**config.mk**
```make
export PLATFORM = sky130hd
export DESIGN_NAME = mem_responder
export DESIGN_NICKNAME = d
export VERILOG_FILES = /design/src/rtl/mem_responder.sv
export SDC_FILE = /design/constraint.sdc
export NUM_CORES = 1
export LEC_CHECK = 0
export CELL_PAD_IN_SITES_DETAIL_PLACEMENT = 0
export CELL_PAD_IN_SITES_GLOBAL_PLACEMENT = 1
export CORE_AREA = 3 3 120 122
export CTS_CLUSTER_DIAMETER = 200
export DETAILED_ROUTE_END_ITERATION = 8
export DIE_AREA = 0 0 123 125
export DONT_BUFFER_PORTS = 1
export HOLD_SLACK_MARGIN = 0.06
export PLACE_DENSITY = 0.7
export SLEW_MARGIN = 10
export SYNTH_ARGS = -nofsm -noshare
export SYNTH_HDL_FRONTEND = slang
export SYNTH_SLANG_ARGS = --single-unit
```
**constraint.sdc**
```tcl
create_clock -name clk -period 2.2 [get_ports clk]
set_input_delay 0.44 -clock clk [delete_from_list [all_inputs] [get_ports clk]]
set_output_delay 0.44 -clock clk [all_outputs]
set_load 0.02 [all_outputs]
```
**src/rtl/mem_responder.sv**
```systemverilog
// Memory-side responder for the micro-BESM external bus: single, block and atomic RMW accesses
// to a synchronous RAM. Define MEM_RESPONDER_AUTOINC_EN to enable address auto-increment.
module mem_responder #(
  parameter int AW         = 20,
  parameter int DW         = 64,
  parameter int RD_LATENCY = 2
) (
  input  logic          clk,
  input  logic          reset,
  input  logic          astb,
  input  logic [AW-1:0] addr,
  input  logic          rd,
  input  logic          wr,
  input  logic          atomic,
  input  logic [DW-1:0] wdata,
  output logic [DW-1:0] rdata,
  output logic          rvalid,
  output logic          busy,
  output logic          lock,
  output logic          err,
  output logic          ram_en,
  output logic          ram_we,
  output logic [AW-1:0] ram_addr,
  output logic [DW-1:0] ram_wdata,
  input  logic [DW-1:0] ram_rdata
);

  logic [AW-1:0]         cur_addr_q, cur_addr_d;
  logic                  addr_ok_q, addr_ok_d;
  logic                  lock_q, lock_d;
  logic                  atomic_q;
  logic [RD_LATENCY-1:0] pipe_q, pipe_d;
  logic [DW-1:0]         rdata_q, rdata_d;
  logic                  rvalid_q, rvalid_d;

  logic          astb_ok, addr_valid, in_flight, viol, rd_acc, wr_acc;
  logic [AW-1:0] eff_addr;

  always_comb begin
    // NOTE: every variable is given a default first, so no path can leave one unassigned.
    astb_ok    = astb & ~lock_q;
    eff_addr   = astb_ok ? addr : cur_addr_q;
    addr_valid = astb_ok | addr_ok_q;
    in_flight  = |pipe_q;
    viol       = (rd & wr) | ((rd | wr) & (in_flight | ~addr_valid));
    rd_acc     = rd & ~wr & ~in_flight & addr_valid;
    wr_acc     = wr & ~rd & ~in_flight & addr_valid;

    cur_addr_d = cur_addr_q;
    addr_ok_d  = addr_ok_q;
    lock_d     = lock_q;
    rdata_d    = rdata_q;
    rvalid_d   = 1'b0;

    // A dropped request leaves everything untouched, including an address strobed alongside it.
    if (astb_ok && !viol) begin
      cur_addr_d = addr;
      addr_ok_d  = 1'b1;
    end
`ifdef MEM_RESPONDER_AUTOINC_EN
    // The atomic read keeps the address so the closing write hits the same word.
    if ((rd_acc && !atomic) || wr_acc) begin
      cur_addr_d = eff_addr + AW'(1);
    end
`endif

    if (rd_acc && atomic) begin
      lock_d = 1'b1;
    end else if (wr_acc || (lock_q && atomic_q && !atomic)) begin
      lock_d = 1'b0;
    end

    // Busy blocks new reads, so at most one token is ever in the shift register.
    pipe_d = RD_LATENCY'({pipe_q, rd_acc});
    if (pipe_q[RD_LATENCY-1]) begin
      rdata_d  = ram_rdata;
      rvalid_d = 1'b1;
    end
  end

  always_ff @(posedge clk) begin
    // NOTE: state registers use non-blocking assignment so every flop samples pre-edge values.
    if (reset) begin
      cur_addr_q <= '0;
      addr_ok_q  <= 1'b0;
      lock_q     <= 1'b0;
      atomic_q   <= 1'b0;
      pipe_q     <= '0;
      rdata_q    <= '0;
      rvalid_q   <= 1'b0;
    end else begin
      cur_addr_q <= cur_addr_d;
      addr_ok_q  <= addr_ok_d;
      lock_q     <= lock_d;
      atomic_q   <= atomic;
      pipe_q     <= pipe_d;
      rdata_q    <= rdata_d;
      rvalid_q   <= rvalid_d;
    end
  end

  assign rdata     = rdata_q;
  assign rvalid    = rvalid_q & ~reset;
  assign busy      = in_flight;
  assign lock      = lock_q;
  assign err       = ~reset & ((astb & lock_q) | viol);
  assign ram_en    = ~reset & (rd_acc | wr_acc);
  assign ram_we    = ~reset & wr_acc;
  assign ram_addr  = ram_en ? eff_addr : '0;
  assign ram_wdata = ram_we ? wdata : '0;

endmodule
```
==> results.py, run 1 <==
metrics = {
    "layout": {
        "nets": 651,
        "nFillCells": 1356,
        "area_growth_pct": 31.37,
        "n_antenna_cell": 0,
        "final_area_um2": 5130,
        "drive_gt1_share_pct": 30.48,
        "final_cell_mix": "88 x dfxtp_1, 83 x nand2_1, 66 x nor2_1, 64 x and2_4, 64 x mux2i_1",
        "layout_commonest_cell": "dfxtp_1",
        "fin_util_pct": 38.58,
        "final_cells": 678,
    },
    "power_and_ir_drop": {
        "finalPower_mw": 3.559,
        "p_leak_nw": 1.920,
        "pwr-share-clk_pct": 39.9,
        "pwr-share-seq_pct": 48.6,
        "switchingPower_mw": 0.9252,
        "vdd_ir_drop_max_uv": 316.6,
        "internal_power_mw": 2.633,
        "switching_share_pct": 26.00,
        "combinationalPowerShare_pct": 11.5,
        "p_per_area_nw_per_um2": 693.7,
    },
    "synthesis": {
        "ys.flop_type": "dfxtp_1",
        "synth_fp_nets": 621,
        "synth.avg_cell_area_um2": 8.362,
        "synthesis.area_um2": 3905,
        "yosysWarnings": 0,
        "syn-instance-count": 467,
        "ys_seq_area_share_pct": 46.14,
        "synth-edff-count": 0,
        "synthArstFlopShare_pct": 0,
        "ys_seq_elements": 90,
        "ys_types": 22,
    },
    "sta": {
        "fin_crit_ps": 2335,
        "grt_setup_unrepaired": "true",
        "relSlewSlack_pct": 29.83,
        "whs_ps": 176.4,
        "finalSetupViolations": 87,
        "setup-tns-final_ps": -8069,
        "worstMarginPinSlew_ps": 1053,
        "fin_crit_sh_pct": 106.1,
        "slew_viol_final": 0,
        "setup_ws_ps": -135.3,
        "hold_viol_final": 0,
        "fin_skew_ps": 5.987,
        "max_freq_mhz": 428.2,
    },
    "floorplanning": {
        "start_util_pct": 29.37,
        "core_region_area_um2": 13300,
        "num_rows": 42,
        "io_pins": 308,
        "die_h_um": 125,
        "die-area_um2": 15380,
        "die_x_um": 123,
    },
    "worst_setup_path": {
        "arrival_ps": 1900,
        "path_class": "reg -> out",
        "critPathLaunchType": "register",
        "cp.required_ps": 1760,
        "rr_startpoint": "pipe_q[1]",
        "cp-end-kind": "output port",
        "cp_max_fo": 11,
        "rrSetupSlack_ps": 440,
        "r2r_cells": 5,
        "regToRegEndpoint": "cur_addr_q[17]",
    },
    "drt": {
        "ant_nets": 0,
        "wl_um": 14620,
        "firstDrtPassIters": 4,
        "vias": 3304,
        "via_per_inst": 4.873,
        "wl_per_cell_um": 21.56,
        "drt_iter0_drc": 131,
        "drc": 0,
    },
    "global_route": {
        "grt_pass1_wl_um": 19910,
        "grt_pass1_vias": 3224,
        "grt_use_total_pct": 17.48,
        "grt_start_max_net_pins": 93,
        "antenna_found_initial": 4,
        "grt-ovfl-total": 0,
    },
    "placed_design": {
        "placed_area_um2": 4275,
        "place.port_buffers": 0,
        "dp.cells": 645,
        "gp_congestion": 0.7837,
        "preCtsSetupSlack_ps": 47.33,
        "hpwlAfterDp_um": 11020,
    },
    "worst_hold_path": {
        "hold_start": "reset",
        "holdPathStages": 1,
        "worst_hold_path.endpoint": "pipe_q[1]",
        "hold_path.class": "in -> reg",
    },
    "clock_network": {
        "cts_hold_buffers": 0,
        "cts_tree": "built",
        "htree_levels": 3,
        "cts_buffers": 9,
        "clock_sinks": 90,
        "worstSkewPairLatency_ps": 330,
        "clock_tree.root_cell": "clkbuf_16",
        "clk_pin_slew_ps": 60,
        "cts.path.max_buffers": 2,
    },
    "outcome": {
        "violations": "negative setup slack",
        "outcome": "finished, violations left",
    },
    "run": {
        "cap_violations": 0,
    },
}
## synth_stat cells, drive strengths merged, types with 2 or more instances
cell	count	area, um^2
o21ai	2	10.01
nor2b	6	37.54
nand2	83	311.6
clkbuf	19	71.32
a21oi	43	215.2
dfxtp	90	1802
buf	15	72.57
mux2i	64	640.6
nor2	67	251.5
and2	64	400.4
inv	4	15.01
## how the worst max path moves through the flow
stage / endpoint / slack (ps) / start / cells past startpoint
6_report: ram_addr[19] / -140 / pipe_q[1] / 6
5_1_grt: ram_wdata[16] / -190 / pipe_q[1] / 7
4_1_cts: ram_wdata[55] / -130 / pipe_q[1] / 7
3_5_place_dp: ram_addr[16] / 50 / pipe_q[1] / 5
3_3_place_gp: ram_addr[16] / 90 / pipe_q[1] / 5
2_1_floorplan: ram_addr[10] / 90 / pipe_q[1] / 5
## sequential cells by signal, summed over array words and instances, names as in the netlist
signal,count
addr_ok_q,1
rvalid_q,1
cur_addr_q,20
atomic_q,1
lock,1
pipe_q,2
rdata,64
## final cells by class
| type | count | area (um^2) | area share (%) |
|---|---|---|---|
| clock inverter | 6 | 48.80 | 0.9512 |
| multi-input combinational | 340 | 2201 | 42.90 |
| inverter | 4 | 15.01 | 0.2927 |
| timing repair buffer | 52 | 609.3 | 11.88 |
| clock buffer | 10 | 229.0 | 4.463 |
| tap | 176 | 220.2 | 4.293 |
| sequential | 90 | 1807 | 35.22 |
## power by group through the flow
stage / Clock (mW) / Combinational [mW] / Sequential [mW]
floorplan: 0 / 0.259 / 1.76
global placement: 0 / 0.306 / 1.76
detailed placement: 0 / 0.314 / 1.76
CTS: 1.46 / 0.379 / 1.73
global route: 1.54 / 0.443 / 1.73
finish: 1.42 / 0.410 / 1.73
## critical path: stages (launching register included)
cell and delay, ps:
dfxtp_4 350, or2_4 230, a211o_1 270, buf_4 170, a21o_4 250, a21oi_1 140, buf_4 160
## routing by layer
metal	part of all wire (%)	up-vias	track usage [%]
met5	0.36	-	0
met4	0.75	8	3.713
met3	12	14	10.25
met2	50	201	30.40
met1	37	1524	18.12
li1	-	1557	-
## what timing repair did
action | in CTS | in global routing
resized for setup | 123 | 38
pin swaps | 34 | 16
buffers inserted | 7 | 2
endpoints found under the hold margin | 0 | 0
gates cloned | 5 | 3
endpoints found under the setup margin | 87 | 87
## cell families after synthesis
kind of cell	count (synthesis)	synth area share [%]
AOI/OAI and AO/OA	51	6.985
adders and majority gates	1	0.2563
buffers and inverters	38	4.069
DFF	90	46.14
muxes	64	16.40
and+or+nand+nor	223	26.15
Note: power is estimated with default switching activity, not from simulation.
==> run 2, diff against run 1 <==
Settings changed: GPL_TIMING_DRIVEN from default to 0, SETUP_SLACK_MARGIN from default to 0.3.
==> results.py, run 2 (same netlist as run 1, synthesis figures left out) <==
metrics = {
    "layout": {
        "layout_commonest_cell": "dfxtp_1",
        "area_growth_pct": 28.90,
        "nets": 641,
        "final_area_um2": 5034,
        "nFillCells": 1347,
        "n_antenna_cell": 0,
        "final_cells": 668,
        "drive_gt1_share_pct": 28.46,
        "largest_register_ffs": 64,
        "final_cell_mix": "87 x dfxtp_1, 83 x nand2_1, 66 x nor2_1, 64 x mux2i_1, 55 x and2_4",
    },
    "clock_network": {
        "cts_tree": "built",
        "worstSkewPairLatency_ps": 340,
        "clk_pin_slew_ps": 60,
        "clock_tree.root_cell": "clkbuf_16",
        "cts.path.max_buffers": 2,
        "cts_buffers": 9,
        "cts_hold_buffers": 0,
        "clock_sinks": 90,
        "htree_levels": 3,
    },
    "worst_setup_path": {
        "path_class": "reg -> out",
        "regToRegEndpoint": "cur_addr_q[9]",
        "cp_max_fo": 5,
        "arrival_ps": 1890,
        "rr_startpoint": "pipe_q[1]",
        "r2r_cells": 6,
        "cp-end-kind": "output port",
        "critPathLaunchType": "register",
        "cp.required_ps": 1760,
        "rrSetupSlack_ps": 540,
    },
    "sta": {
        "slew_viol_final": 0,
        "hold_viol_final": 0,
        "fin_crit_ps": 2325,
        "fin_skew_ps": 5.925,
        "worstMarginPinSlew_ps": 795.8,
        "setup_ws_ps": -125.4,
        "relSlewSlack_pct": 46.95,
        "whs_ps": 200.4,
        "setup-tns-final_ps": -7746,
        "finalSetupViolations": 85,
        "fin_crit_sh_pct": 105.7,
        "max_freq_mhz": 430.0,
        "grt_setup_unrepaired": "true",
    },
    "worst_hold_path": {
        "hold_start": "wr",
        "hold_path.class": "in -> reg",
        "holdPathStages": 1,
        "worst_hold_path.endpoint": "lock",
    },
    "outcome": {
        "outcome": "finished, violations left",
        "violations": "negative setup slack",
    },
    "global_route": {
        "antenna_found_initial": 0,
        "grt-ovfl-total": 0,
        "met1_usage_pct": 18.71,
        "grt_use_total_pct": 15.67,
        "grtUsageMet3_pct": 6.504,
        "grt_pass1_vias": 3304,
        "grt_start_max_net_pins": 16,
        "busiest_layer": "met2",
        "met2_usage_pct": 25.57,
        "grt_pass1_wl_um": 18580,
    },
    "power_and_ir_drop": {
        "p_leak_nw": 1.785,
        "p_per_area_nw_per_um2": 717.3,
        "pwr-share-seq_pct": 47.9,
        "internal_power_mw": 2.639,
        "combinationalPowerShare_pct": 12.0,
        "switching_share_pct": 26.91,
        "pwr-share-clk_pct": 40.1,
        "vdd_ir_drop_max_uv": 529.2,
        "switchingPower_mw": 0.9715,
    },
    "floorplanning": {
        "die_h_um": 125,
        "core_region_area_um2": 13300,
        "io_pins": 308,
        "num_rows": 42,
        "die-area_um2": 15380,
        "die_x_um": 123,
        "start_util_pct": 29.37,
    },
    "run": {
        "cap_violations": 0,
    },
    "drt": {
        "vias": 3206,
        "drc": 0,
        "wl_um": 12610,
        "via_per_inst": 4.799,
        "ant_nets": 0,
        "drt_iter0_drc": 125,
        "wl_per_cell_um": 18.87,
        "firstDrtPassIters": 4,
    },
    "placed_design": {
        "hpwlAfterDp_um": 9833,
        "place.port_buffers": 0,
        "placed_area_um2": 4547,
        "gp_congestion": 0.7890,
        "dp.cells": 643,
    },
}
-- run 2: cell types whose count changed in the layout (fill, tap and decap cells not counted), sizes merged --
cell,before,now
buf,49,24
clkbuf,13,30
inv,6,4
a21o,2,1
clkinv,1,2
-- run 2: layout make-up --
type | count | area [um^2] | share of cell area, %
Clock buffer | 11 | 242.7 | 4.822
Buffer | 34 | 247.7 | 4.922
Inverter | 4 | 18.77 | 0.3729
Tap cell | 176 | 220.2 | 4.375
Sequential cell | 90 | 1808 | 35.92
Timing Repair Buffer | 9 | 93.84 | 1.864
Clock inverter | 5 | 37.54 | 0.7457
Multi-Input combinational cell | 339 | 2365 | 46.98
-- run 2: power groups by stage --
stage          Sequential, mW  Combinational, mW  Clock (mW)
2_1_floorplan            1.76              0.335           0
3_3_place_gp             1.77              0.391           0
3_5_place_dp             1.77              0.398           0
4_1_cts                  1.73              0.417        1.50
5_1_grt                  1.74              0.472        1.58
6_report                 1.73              0.432        1.45
-- run 2: stage by stage --
stage | utilization [%] | worst slack, ps | power (mW)
floorplan | - | 302.8 | 2.094
global placement | 34.20 | -8.609 | 2.159
detailed placement | 34.20 | -10.64 | 2.166
CTS | 37.23 | -205.6 | 3.644
global route | 37.86 | -199.1 | 3.792
finish | 37.86 | -125.4 | 3.611
-- run 2: how the worst max path moves through the flow --
stage | depth (start not counted) | to | slack [ps] | from
final | 5 | ram_addr[1] | -130 | pipe_q[0]
after global routing | 6 | ram_wdata[44] | -200 | pipe_q[0]
after CTS | 4 | ram_addr[19] | -210 | pipe_q[0]
after detailed placement | 6 | ram_wdata[44] | -10 | lock
after global placement | 6 | ram_wdata[44] | -9 | lock
after floorplan | 6 | ram_wdata[10] | 300 | lock
-- run 2: timing repair --
item	in CTS	in global routing
gates resized for setup	33	16
endpoints found under the setup margin	88	87
buffers inserted	3	1
cloned	3	2
pin swaps	43	5
-- run 2: critical path, stage by stage, from the launching register on --
cell and delay (ps):
dfxtp_2 320, or2_4 300, a211o_4 310, a21o_4 240, clkbuf_16 180, a21oi_4 200
-- run 2: per-layer routing --
metal	vias up	part of all wire, %	routed length (um)
li1	1534	-	-
met1	1483	40	5027
met2	182	49	6195
met3	7	10	1281
met4	0	0.82	104
met5	-	0	0
==> run 3, diff against run 2 <==
Clock period 2.2 ns to 2.6 ns, I/O delays scaled along.
==> results.py, run 3 (same netlist as run 1, synthesis figures left out) <==
metrics = {
    "outcome": {
        "outcome": "completed",
    },
    "clock_network": {
        "clock_tree.root_cell": "clkbuf_16",
        "cts_tree": "built",
        "cts_buffers": 9,
        "clk_pin_slew_ps": 60,
        "worstSkewPairLatency_ps": 330,
        "htree_levels": 3,
        "cts.path.max_buffers": 2,
        "clock_sinks": 90,
    },
    "power_and_ir_drop": {
        "pwr-share-seq_pct": 48.1,
        "p_per_area_nw_per_um2": 602.6,
        "pwr-share-clk_pct": 39.8,
        "switching_share_pct": 27.26,
        "switchingPower_mw": 0.8299,
        "internal_power_mw": 2.214,
        "p_leak_nw": 1.791,
        "vdd_ir_drop_max_uv": 344.7,
        "combinationalPowerShare_pct": 12.1,
    },
    "drt": {
        "wl_per_cell_um": 22.09,
        "drc": 0,
        "routed.top_layer": "met5",
        "firstDrtPassIters": 4,
        "routed-wl-met3_um": 2178,
        "wl_met2_um": 7117,
        "wl_um": 14820,
        "via_per_inst": 4.861,
        "vias": 3262,
        "met1_length_um": 5231,
        "ant_nets": 0,
        "drt_iter0_drc": 110,
    },
    "floorplanning": {
        "die-area_um2": 15380,
        "core_region_area_um2": 13300,
        "die_h_um": 125,
        "io_pins": 308,
        "start_util_pct": 29.37,
        "die_x_um": 123,
        "num_rows": 42,
    },
    "sta": {
        "fin_skew_ps": 6.496,
        "worstMarginPinSlew_ps": 761.7,
        "slew_viol_final": 0,
        "grt_setup_unrepaired": "true",
        "relSlewSlack_pct": 49.22,
        "finalSetupViolations": 0,
        "max_freq_mhz": 410.8,
        "hold_viol_final": 0,
        "fin_crit_ps": 2434,
        "whs_ps": 286.7,
        "setup_ws_ps": 165.5,
        "fin_crit_sh_pct": 93.63,
    },
    "placed_design": {
        "place.port_buffers": 0,
        "hpwlAfterDp_um": 11960,
        "preCtsSetupSlack_ps": -2.288,
        "gp_congestion": 0.7651,
    },
    "global_route": {
        "grt_pass1_wl_um": 20760,
        "grt_pass1_vias": 3279,
        "grt-ovfl-total": 0,
        "grt_use_total_pct": 18.34,
        "grt_start_max_net_pins": 17,
        "antenna_found_initial": 6,
    },
    "worst_setup_path": {
        "crit_top_cell": "buf_6",
        "critPathLaunchType": "register",
        "crit_slowest_cell": "dfxtp_2",
        "critPathMaxStageDelay_ps": 320,
        "cp-end-kind": "output port",
        "arrival_ps": 1910,
        "worstPathCellList": "or2_4, a211o_1, nor2_4, buf_6, buf_6, and2_4",
        "path_class": "reg -> out",
        "cp.required_ps": 2080,
        "cp_max_fo": 10,
        "r2r_cells": 7,
    },
    "layout": {
        "drive_gt1_share_pct": 27.79,
        "layout_commonest_cell": "dfxtp_1",
        "final_cell_mix": "87 x dfxtp_1, 83 x nand2_1, 66 x nor2_1, 64 x and2_4, 64 x mux2i_1",
        "nets": 642,
        "area_growth_pct": 29.35,
        "largest_register_ffs": 64,
    },
    "worst_hold_path": {
        "hold_path.class": "in -> reg",
        "holdPathStages": 1,
    },
    "run": {
        "cap_violations": 0,
    },
}
run 3: cell count changes in the layout (fill, tap and decap cells not counted), moves of 2 or more:
cell,change
clkbuf_2,-2
clkbuf_16,+2
and2_4,+9
buf_8,-5
diode_2,+2
clkbuf_1,+2
and2_2,-9
buf_6,+3
run 3: path summary, 6_finish.rpt:
check / slack (ps) / startpoint / to
worst max register to register: 890 / pipe_q[0] / cur_addr_q[4]
worst min-delay path: 290 / wr / lock
worst max-delay path: 170 / pipe_q[0] / ram_wdata[10]
worst min register to register: 450 / cur_addr_q[14] / cur_addr_q[14]
run 3: area by class of cell:
cell class	count	area (um^2)
fillers	1314	8244
flip-flops and latches	90	1808
clock inverters	6	48.80
clock buffers	10	229.0
plain buffers	34	237.7
diodes	2	5.005
multi-input cells	339	2366
repair buffers	10	117.6
inverters	4	18.77
well taps	176	220.2
run 3: power groups by stage:
stage	clock network [mW]	logic (mW)	registers, mW
global placement	0	0.263	1.50
detailed placement	0	0.269	1.50
floorplan	0	0.219	1.49
CTS	1.25	0.359	1.47
global route	1.32	0.401	1.47
finish	1.21	0.368	1.47
run 3: layer usage:
layer | up-vias | global-route usage [%]
li1 | 1540 | -
met1 | 1467 | 19.50
met2 | 223 | 30.85
met3 | 24 | 10.89
met4 | 8 | 4.691
met5 | - | 0
run 3: stage by stage:
stage	setup TNS, ps	std cells	power (mW)	utilization, %	instance area, um^2
after floorplan	0	467	1.707	-	3905
after global placement	0	643	1.759	31.03	4125
after detailed placement	-2.288	643	1.765	31.03	4125
after CTS	0	666	3.070	37.44	4977
after global routing	0	671	3.191	37.99	5051
final	0	671	3.044	37.99	5051
run 3: timing repair:
| item | 4_1_cts | 5_1_grt |
|---|---|---|
| setup endpoints to repair | 88 | 86 |
| pin swaps | 25 | 19 |
| hold buffers | 0 | 0 |
| resized for setup | 191 | 21 |
| gates cloned | 4 | 0 |
| setup buffers | 3 | 3 |
run 3: critical path: cells and delay by family, from the launching register on:
family                 cells  cell delay (ps)
AOI/OAI and AO/OA          1              300
buffers and inverters      2              320
DFF                        1              320
and+or+nand+nor            3              640
